--- src/rtl/hacc_array.sv ---
// Windowed unary popcount accumulator: IDIM channels summed over 2**BSLW beats.
// Define HACC_PIPE_EN to register popcounts before the adders (adds a DRAIN state).
module hacc_array #(
  parameter int unsigned IDIM = 4,
  parameter int unsigned ADIM = 32,
  parameter int unsigned BSLW = 8,
  parameter int unsigned OWID = 16
) (
  input  logic            clk,
  input  logic            rst_n,
  input  logic            iStart,
  input  logic [ADIM-1:0] iBit [IDIM],
  input  logic            iValid,
  output logic            oReady,
  output logic [OWID-1:0] oData [IDIM],
  output logic            oValid,
  input  logic            iReady,
  output logic            oBusy
);

  typedef enum logic [1:0] {
    S_IDLE,
    S_ACC
`ifdef HACC_PIPE_EN
    , S_DRAIN
`endif
  } state_t;

  state_t          state, state_nxt;
  logic [BSLW-1:0] cnt;
  logic [OWID-1:0] acc  [IDIM];
  logic [OWID-1:0] pop  [IDIM];
  logic [OWID-1:0] sum  [IDIM];
  logic            last_cnt, accept, last_beat, clear, load;

`ifdef HACC_PIPE_EN
  logic [OWID-1:0] pop_r [IDIM];
  logic            pop_v;
`endif

  function automatic logic [OWID-1:0] popcnt(input logic [ADIM-1:0] v);
    logic [OWID-1:0] s;
    s = '0;
    for (int unsigned k = 0; k < ADIM; k++) s = s + OWID'(v[k]);
    return s;
  endfunction

  always_comb begin
    for (int unsigned c = 0; c < IDIM; c++) begin
      pop[c] = popcnt(iBit[c]);
`ifdef HACC_PIPE_EN
      sum[c] = acc[c] + pop_r[c];
`else
      sum[c] = acc[c] + pop[c];
`endif
    end
  end

  always_ff @(posedge clk or negedge rst_n) begin
    if (!rst_n) state <= S_IDLE;
    else        state <= state_nxt;
  end

  // The last beat is held off only while an unconsumed result would be overwritten.
  always_comb begin
    state_nxt = state;
    last_cnt  = (cnt == '1);
    oReady    = (state == S_ACC) && !(last_cnt && oValid && !iReady);
    accept    = iValid && oReady;
    last_beat = accept && last_cnt;
    clear     = (state == S_IDLE) && iStart;
    oBusy     = (state != S_IDLE);
    load      = 1'b0;
    unique case (state)
      S_IDLE: if (iStart) state_nxt = S_ACC;
      S_ACC: begin
        if (last_beat) begin
`ifdef HACC_PIPE_EN
          state_nxt = S_DRAIN;
`else
          state_nxt = S_IDLE;
          load      = 1'b1;
`endif
        end
      end
`ifdef HACC_PIPE_EN
      S_DRAIN: begin
        state_nxt = S_IDLE;
        load      = 1'b1;
      end
`endif
      default: state_nxt = S_IDLE;
    endcase
  end

  always_ff @(posedge clk or negedge rst_n) begin
    if (!rst_n) begin
      cnt    <= '0;
      oValid <= 1'b0;
      for (int unsigned c = 0; c < IDIM; c++) begin
        acc[c]   <= '0;
        oData[c] <= '0;
`ifdef HACC_PIPE_EN
        pop_r[c] <= '0;
`endif
      end
`ifdef HACC_PIPE_EN
      pop_v <= 1'b0;
`endif
    end else begin
`ifdef HACC_PIPE_EN
      // Popcounts land one cycle late; the final one is folded in by DRAIN's load.
      pop_v <= accept;
      for (int unsigned c = 0; c < IDIM; c++) begin
        if (accept) pop_r[c] <= pop[c];
        if (clear)      acc[c] <= '0;
        else if (pop_v) acc[c] <= sum[c];
      end
`else
      for (int unsigned c = 0; c < IDIM; c++) begin
        if (clear)       acc[c] <= '0;
        else if (accept) acc[c] <= sum[c];
      end
`endif
      if (clear)       cnt <= '0;
      else if (accept) cnt <= cnt + BSLW'(1);

      for (int unsigned c = 0; c < IDIM; c++)
        if (load) oData[c] <= sum[c];

      if (load)                  oValid <= 1'b1;
      else if (oValid && iReady) oValid <= 1'b0;
    end
  end

endmodule

--- config.mk ---
export PLATFORM = sky130hd
export DESIGN_NAME = hacc_array
export DESIGN_NICKNAME = d
export VERILOG_FILES = /design/src/rtl/hacc_array.sv
export SDC_FILE = /design/constraint.sdc
export NUM_CORES = 1
export LEC_CHECK = 0
export BUFFER_PORTS_ARGS = -buffer_cell sky130_fd_sc_hd__buf_2
export CORE_MARGIN = 4
export CORE_UTILIZATION = 40
export DETAILED_ROUTE_END_ITERATION = 8
export HOLD_SLACK_MARGIN = 0.03
export MAX_ROUTING_LAYER = met4
export PLACE_DENSITY = 0.69
export RECOVER_POWER = 100
export SLEW_MARGIN = 20
export SYNTH_ARGS = -nofsm -noshare
export SYNTH_HDL_FRONTEND = slang
export SYNTH_SLANG_ARGS = --single-unit
--- constraint.sdc ---
create_clock -name clk -period 4.85 [get_ports clk]
set_input_delay 1.2125 -clock clk [delete_from_list [all_inputs] [get_ports clk]]
set_output_delay 1.2125 -clock clk [all_outputs]
set_load 0.02 [all_outputs]
# Word-level counts from Yosys, hierarchy flattened
# Index checks and enable logic that the tools add are counted.
totals:
  regBits: 139
  output_inout_bits: 67
  input_bits: 133
op_classes:
  n_mux: 17
  eq_ne: 4
  addsub: 129
  reduce_logical: 14
op_table:
  columns: ["cell", "n"]
  rows:
  - ["16-bit by 1-bit adder with 16-bit output", 64]
  - ["16-bit two-way mux", 8]
  - ["15-bit by 1-bit adder with 16-bit output", 4]
  - ["16-bit adder", 4]
  - ["14-bit by 1-bit adder with 15-bit output", 4]
  - ["13-bit by 1-bit adder with 14-bit output", 4]
  - ["12-bit by 1-bit adder with 13-bit output", 4]
  - ["11-bit by 1-bit adder with 12-bit output", 4]
  - ["10-bit by 1-bit adder with 11-bit output", 4]
  - ["9-bit by 1-bit adder with 10-bit output", 4]
  - ["8-bit by 1-bit adder with 9-bit output", 4]
  - ["7-bit by 1-bit adder with 8-bit output", 4]
  - ["6-bit by 1-bit adder with 7-bit output", 4]
  - ["5-bit by 1-bit adder with 6-bit output", 4]
  - ["4-bit by 1-bit adder with 5-bit output", 4]
  - ["3-bit by 1-bit adder with 4-bit output", 4]
  - ["8-bit two-way mux", 2]
  - ["2-bit by 1-bit adder with 3-bit output", 4]
  - ["1-bit by 1-bit adder with 2-bit output", 4]
  - ["8-bit by 1-bit adder with 8-bit output, second input constant", 1]
  - ["8-bit == test, second input constant", 1]
  - ["1-bit logical AND", 7]
  - ["2-bit nonzero test", 3]
  - ["1-bit two-way mux", 4]
  - ["other kinds (7)", 10]

# Depth between registers and ports, before layout
depth:
  word_depth: 34
  depth_mapped: 18

# Worst setup path before layout
# OpenSTA, ideal clock, no wires.
synth_path:
  kind: "input -> register"
  start: "in iBit[0] (netlist bit)"
  end: "reg oData[12] (netlist bit)"
  stages: 15
  slack_ns: -1.257
  setup_time_ns: 0.083
  t_arrival_ns: 6.025
  cell_sequence: "fa_1 > fa_1 > fa_1 > fa_1 > fa_1 > inv_1 > fa_1 > fa_1 > fa_1 > nor2b_1 > o31ai_1 > a21boi_0 > nand2_1 > xor2_1 > o21ai_0"
synth_via:
  elab_chain_cells: 32
synth_lines:
  columns: ["item", "line", "rtl"]
  rows:
  - ["from (decl)", "12", "input logic [ADIM-1:0] iBit [IDIM],"]
  - ["1-bit by 1-bit adder with 2-bit output", "44", "for (int unsigned k = 0; k < ADIM; k++) s = s + OWID'(v[k]);"]
  - ["2-bit by 1-bit adder with 3-bit output", "44", null]
  - ["3-bit by 1-bit adder with 4-bit output", "44", null]
  - ["4-bit by 1-bit adder with 5-bit output", "44", null]
  - ["5-bit by 1-bit adder with 6-bit output", "44", null]
  - ["6-bit by 1-bit adder with 7-bit output", "44", null]
  - ["7-bit by 1-bit adder with 8-bit output", "44", null]
  - ["8-bit by 1-bit adder with 9-bit output", "44", null]
  - ["9-bit by 1-bit adder with 10-bit output", "44", null]
  - ["10-bit by 1-bit adder with 11-bit output", "44", null]
  - ["11-bit by 1-bit adder with 12-bit output", "44", null]
  - ["12-bit by 1-bit adder with 13-bit output", "44", null]
  - ["13-bit by 1-bit adder with 14-bit output", "44", null]
  - ["14-bit by 1-bit adder with 15-bit output", "44", null]
  - ["15-bit by 1-bit adder with 16-bit output", "44", null]
  - ["16-bit by 1-bit adder with 16-bit output (16 in series)", "44", null]
  - ["16-bit adder", "54", "sum[c] = acc[c] + pop[c];"]
  - ["to (signal, indexed assignment)", "129", "if (load) oData[c] <= sum[c];"]
  - ["to (decl)", "15", "output logic [OWID-1:0] oData [IDIM],"]
# No other way between the ends.
# A chain may end at the register's enable or synchronous reset.

# Worst setup path in the final report
layout_path:
  start: "in iBit[32] (netlist bit)"
  end: "reg oData[26] (netlist bit)"
# The elaborated chain is that of the path after synthesis.

==> results.md <==
- Crit path setup slack, layout: -889 ps
- CORE AREA: 24600 um^2
- Period minus WS final: 5740 ps
- Total half-perimeter wirelength after legalization and detailed placement: 17600 um
- Die ar.: 27800 um^2
- Die Height: 167 um
- Post-Synthesis Mean Instance Area: 9.91 um^2
- Class of the tightest hold or removal check: flip-flop to flip-flop
- Final-report setup violation count: 120
- Count of input and output buffers: 199
- Number of violations reported at the end of detailed-routing iteration 0: 263
- Final setup skew: 9.62 ps
- Worst Path Arrival: 6010 ps
- Post-Syn Instances: 1018
- Worst max-slew margin expressed relative to the limit: -72.5%
- Worst Path Class, Setup: input pin to flip-flop
- Violated checks: max-capacitance violations, max-slew violations, negative setup slack
- Hold Path Origin: oData[25]
- Via count of the first global-routing pass: 8546
- Kind of start point of the critical path: input pin
- Outcome: finished, violations left
- #FFs+latches synth: 138
- Routed WL per cell: 14.7 um
- Final count of pins violating max slew: 104
- Total CTS buffers: 17
- WL final: 24000 um
- Vias per std cell: 4.93
- Clk Latency, worst-skew pair: 420 ps
- Total routing resource utilization after global routing: 18.3%
- Clock edge transition at the registers on the reported setup and hold paths: 60 ps
- Number of design rule violations left after detail routing: 0
- Area added between synthesis and finish: 36.5%
- Starting Density: 41.0%
- Highest fanout seen on the critical path: 6
- CTS HTree Levels: 4
- Fraction of the cycle the final worst path needs: 118%
- Final count of hold timing violations: 0
- Wire length of the first global-routing pass: 41000 um
- Unrepaired setup endpoints after global routing: yes
- X dimension of the die: 167 um
- Number of antenna violations at the first check in global routing: 0
- Top-level I/O count: 200
- CTS tree: done
- Routability congestion estimate: 0.833
- Routed via count: 8057
- Xor and xnor area share after synthesis: 5.12%
- CTS sink count: 138
- Async SR Flop Fraction: 100%
- Reg2reg start: acc[16]
- Sequential share of the synthesized area: 34.2%
- Slew at the pin with the worst max-slew slack: 2590 ps
- Number of flops mapped to enable cells by yosys: 0
- Count of distinct cell types in the synthesized netlist: 48
- Share of post-route cells with drive strength above 1: 33.7%
- Mux cell area share after synthesis: 1.71%
- Start point of the critical path: iBit[32]
- Placement Rows: 57
- Fmax: 174 MHz
- Critical Path Sink Type: flip-flop
- Compound-Gate Fraction of Synth Area: 11.9%
- Maximum Capacitance Violations: 1
- Simple-gate share of the synthesized area: 11.6%
- Clock Path Buffers: 2
- Total Nets Final: 1595
- Pin count of the biggest net entering global routing: 104
- Dominant combinational cell family by area after synthesis: adder cells
- Fraction of the mapped netlist area in adder cells: 28.2%
- Final antenna-violating net count: 0
- Number of synthesis warnings: 0
- Most used flip-flop cell after synthesis: sky130_fd_sc_hd__dfrtp_1
- Syn_nets: 1316
- Overall overflow remaining after global route: 0
- Post-synthesis instance area: 10100 um^2
- 1st-pass router iterations: 4
- Root buffer cell: sky130_fd_sc_hd__clkbuf_16
- Final core utilization: 56.0%
- Count of inserted antenna diode cells: 0
- Req. time, crit path: 5120 ps
==> sequential cells by signal, indices dropped and copies added (netlist names) <==
| name | flops |
|---|---|
| cnt | 8 |
| oData | 64 |
| state | 1 |
| oValid | 1 |
| acc | 64 |
==> path summary, 6_finish.rpt <==
path | endpoint | slack (ps) | depth (start not counted)
worst max-delay path | oData[26] | -890 | 16
worst min-delay path | oData[25] | 480 | 2
worst max register to register | oData[26] | 120 | 14
worst min register to register | oData[25] | 480 | 2
max in group asynchronous | acc[25] | 1360 | 2
min in group asynchronous | oData[29] | 1610 | 1
==> synth_stat cells, types with 2 or more instances <==
| library cell | number | area share, % |
|---|---|---|
| sky130_fd_sc_hd__and2_1 | 4 | 0.25 |
| sky130_fd_sc_hd__a31oi_1 | 20 | 1.2 |
| sky130_fd_sc_hd__a211oi_1 | 3 | 0.22 |
| sky130_fd_sc_hd__mux2_1 | 2 | 0.22 |
| sky130_fd_sc_hd__a21oi_1 | 28 | 1.4 |
| sky130_fd_sc_hd__a221o_1 | 2 | 0.20 |
| sky130_fd_sc_hd__and3_1 | 14 | 0.87 |
| sky130_fd_sc_hd__mux2_4 | 10 | 1.5 |
| sky130_fd_sc_hd__o211a_1 | 2 | 0.20 |
| sky130_fd_sc_hd__nor2b_1 | 6 | 0.37 |
| sky130_fd_sc_hd__buf_2 | 11 | 0.55 |
| sky130_fd_sc_hd__a21boi_0 | 4 | 0.30 |
| sky130_fd_sc_hd__and4_1 | 3 | 0.26 |
| sky130_fd_sc_hd__o22ai_1 | 2 | 0.12 |
| sky130_fd_sc_hd__xor2_1 | 25 | 2.2 |
| sky130_fd_sc_hd__fa_1 | 104 | 21 |
| sky130_fd_sc_hd__inv_1 | 149 | 5.5 |
| sky130_fd_sc_hd__nor2_1 | 23 | 0.86 |
| sky130_fd_sc_hd__nor3_1 | 5 | 0.25 |
| sky130_fd_sc_hd__a22o_1 | 3 | 0.26 |
| sky130_fd_sc_hd__ha_1 | 61 | 7.6 |
| sky130_fd_sc_hd__buf_6 | 3 | 0.33 |
| sky130_fd_sc_hd__o31ai_1 | 7 | 0.52 |
| sky130_fd_sc_hd__nand4_1 | 5 | 0.31 |
| sky130_fd_sc_hd__nand2_1 | 129 | 4.8 |
| sky130_fd_sc_hd__dfrtp_1 | 138 | 34 |
| sky130_fd_sc_hd__o21ai_1 | 13 | 0.64 |
| sky130_fd_sc_hd__nand2b_1 | 14 | 0.87 |
| sky130_fd_sc_hd__xnor2_1 | 34 | 3.0 |
| sky130_fd_sc_hd__a41oi_1 | 2 | 0.17 |
| sky130_fd_sc_hd__nand3_1 | 44 | 2.2 |
| sky130_fd_sc_hd__or3_1 | 4 | 0.25 |
| sky130_fd_sc_hd__o21ai_0 | 93 | 4.6 |
| sky130_fd_sc_hd__clkbuf_1 | 19 | 0.71 |
| sky130_fd_sc_hd__o211ai_1 | 5 | 0.37 |
| sky130_fd_sc_hd__or2_2 | 2 | 0.12 |
| sky130_fd_sc_hd__o21a_1 | 5 | 0.37 |
| sky130_fd_sc_hd__a21o_1 | 10 | 0.74 |
==> metrics by stage <==
stage | hold slack [ps] | setup TNS [ps] | setup WS (ps) | area [um^2] | instances
after global routing | 510 | -87240 | -992 | 13800 | 1634
after global placement | 461 | -124680 | -1320 | 12300 | 1575
after CTS | 480 | -69640 | -874 | 13600 | 1619
after floorplan | 469 | -77950 | -1030 | 10500 | 1018
after detailed placement | 466 | -131860 | -1430 | 12300 | 1575
final | 480 | -73970 | -889 | 13800 | 1634
==> area by class of cell <==
cell class | instances | area (um^2)
Fill cell | 2112 | 10800
Multi-Input combinational cell | 697 | 6930
Clock buffer | 19 | 443
Sequential cell | 138 | 3450
Inverter | 149 | 559
Timing Repair Buffer | 294 | 1820
Tap cell | 324 | 405
Clock inverter | 13 | 168
==> logic make-up after synthesis <==
family | Yosys count
buffers and inverters | 183
multiplexers | 12
AND/OR/NAND/NOR | 256
AO/OA/AOI/OAI | 205
XOR/XNOR | 59
adder cells (fa/ha/maj) | 165
flip-flops | 138
==> routing by layer <==
| layer | share of wire, % | up-vias | wire length [um] | track usage, % |
|---|---|---|---|---|
| li1 | - | 3892 | - | - |
| met1 | 41 | 3946 | 9840 | 22.4 |
| met2 | 53 | 196 | 12700 | 31.1 |
| met3 | 5.1 | 23 | 1230 | 3.77 |
| met4 | 1.3 | 0 | 305 | 4.94 |
| met5 | 0 | - | 0 | - |
==> repair_timing <==
action,CTS,global route
gates resized for setup,136,48
hold buffers,0,0
pin swaps,93,41
setup buffers,13,17
endpoints found under the setup margin,120,120
==> layout by cell type, fill, tap and decap left out, types with 5 or more instances in the layout <==
master,synthesis,layout
sky130_fd_sc_hd__dfrtp_1,138,138
sky130_fd_sc_hd__inv_1,149,126
sky130_fd_sc_hd__nand2_1,129,124
sky130_fd_sc_hd__buf_2,11,120
sky130_fd_sc_hd__fa_1,104,84
sky130_fd_sc_hd__o21ai_1,13,79
sky130_fd_sc_hd__clkbuf_1,19,69
sky130_fd_sc_hd__buf_4,1,59
sky130_fd_sc_hd__ha_1,61,54
sky130_fd_sc_hd__buf_6,3,46
sky130_fd_sc_hd__nand3_1,44,41
sky130_fd_sc_hd__xnor2_2,0,24
sky130_fd_sc_hd__inv_2,0,23
sky130_fd_sc_hd__fa_2,0,20
sky130_fd_sc_hd__a31oi_1,20,19
sky130_fd_sc_hd__clkbuf_16,0,17
sky130_fd_sc_hd__o21ai_0,93,16
sky130_fd_sc_hd__xor2_1,25,15
sky130_fd_sc_hd__nor2_1,23,14
sky130_fd_sc_hd__a21oi_1,28,13
sky130_fd_sc_hd__mux2_4,10,12
sky130_fd_sc_hd__and3_1,14,10
sky130_fd_sc_hd__a21o_1,10,10
sky130_fd_sc_hd__a21oi_2,1,9
sky130_fd_sc_hd__xnor2_1,34,9
sky130_fd_sc_hd__o21ai_2,0,8
sky130_fd_sc_hd__xor2_2,0,8
sky130_fd_sc_hd__nand2b_1,14,7
sky130_fd_sc_hd__nand2b_4,0,7
sky130_fd_sc_hd__a21oi_4,0,7
sky130_fd_sc_hd__ha_4,0,7
sky130_fd_sc_hd__nor2_2,0,6
sky130_fd_sc_hd__nand4_1,5,5
sky130_fd_sc_hd__o211ai_1,5,5
sky130_fd_sc_hd__clkinvlp_4,0,5
==> critical path: stages <==
cell	delay, ps
sky130_fd_sc_hd__buf_6	90
sky130_fd_sc_hd__fa_1	530
sky130_fd_sc_hd__inv_1	50
sky130_fd_sc_hd__fa_2	530
sky130_fd_sc_hd__fa_2	450
sky130_fd_sc_hd__fa_1	510
sky130_fd_sc_hd__fa_1	440
sky130_fd_sc_hd__fa_1	530
sky130_fd_sc_hd__fa_2	220
sky130_fd_sc_hd__inv_2	40
sky130_fd_sc_hd__fa_2	330
sky130_fd_sc_hd__a21o_1	200
sky130_fd_sc_hd__a221o_2	430
sky130_fd_sc_hd__and4_4	240
sky130_fd_sc_hd__xnor2_2	150
sky130_fd_sc_hd__o21ai_1	70
Power is not shown: default switching activity piles up to over one toggle a cycle in this logic, so the estimate is an artifact.
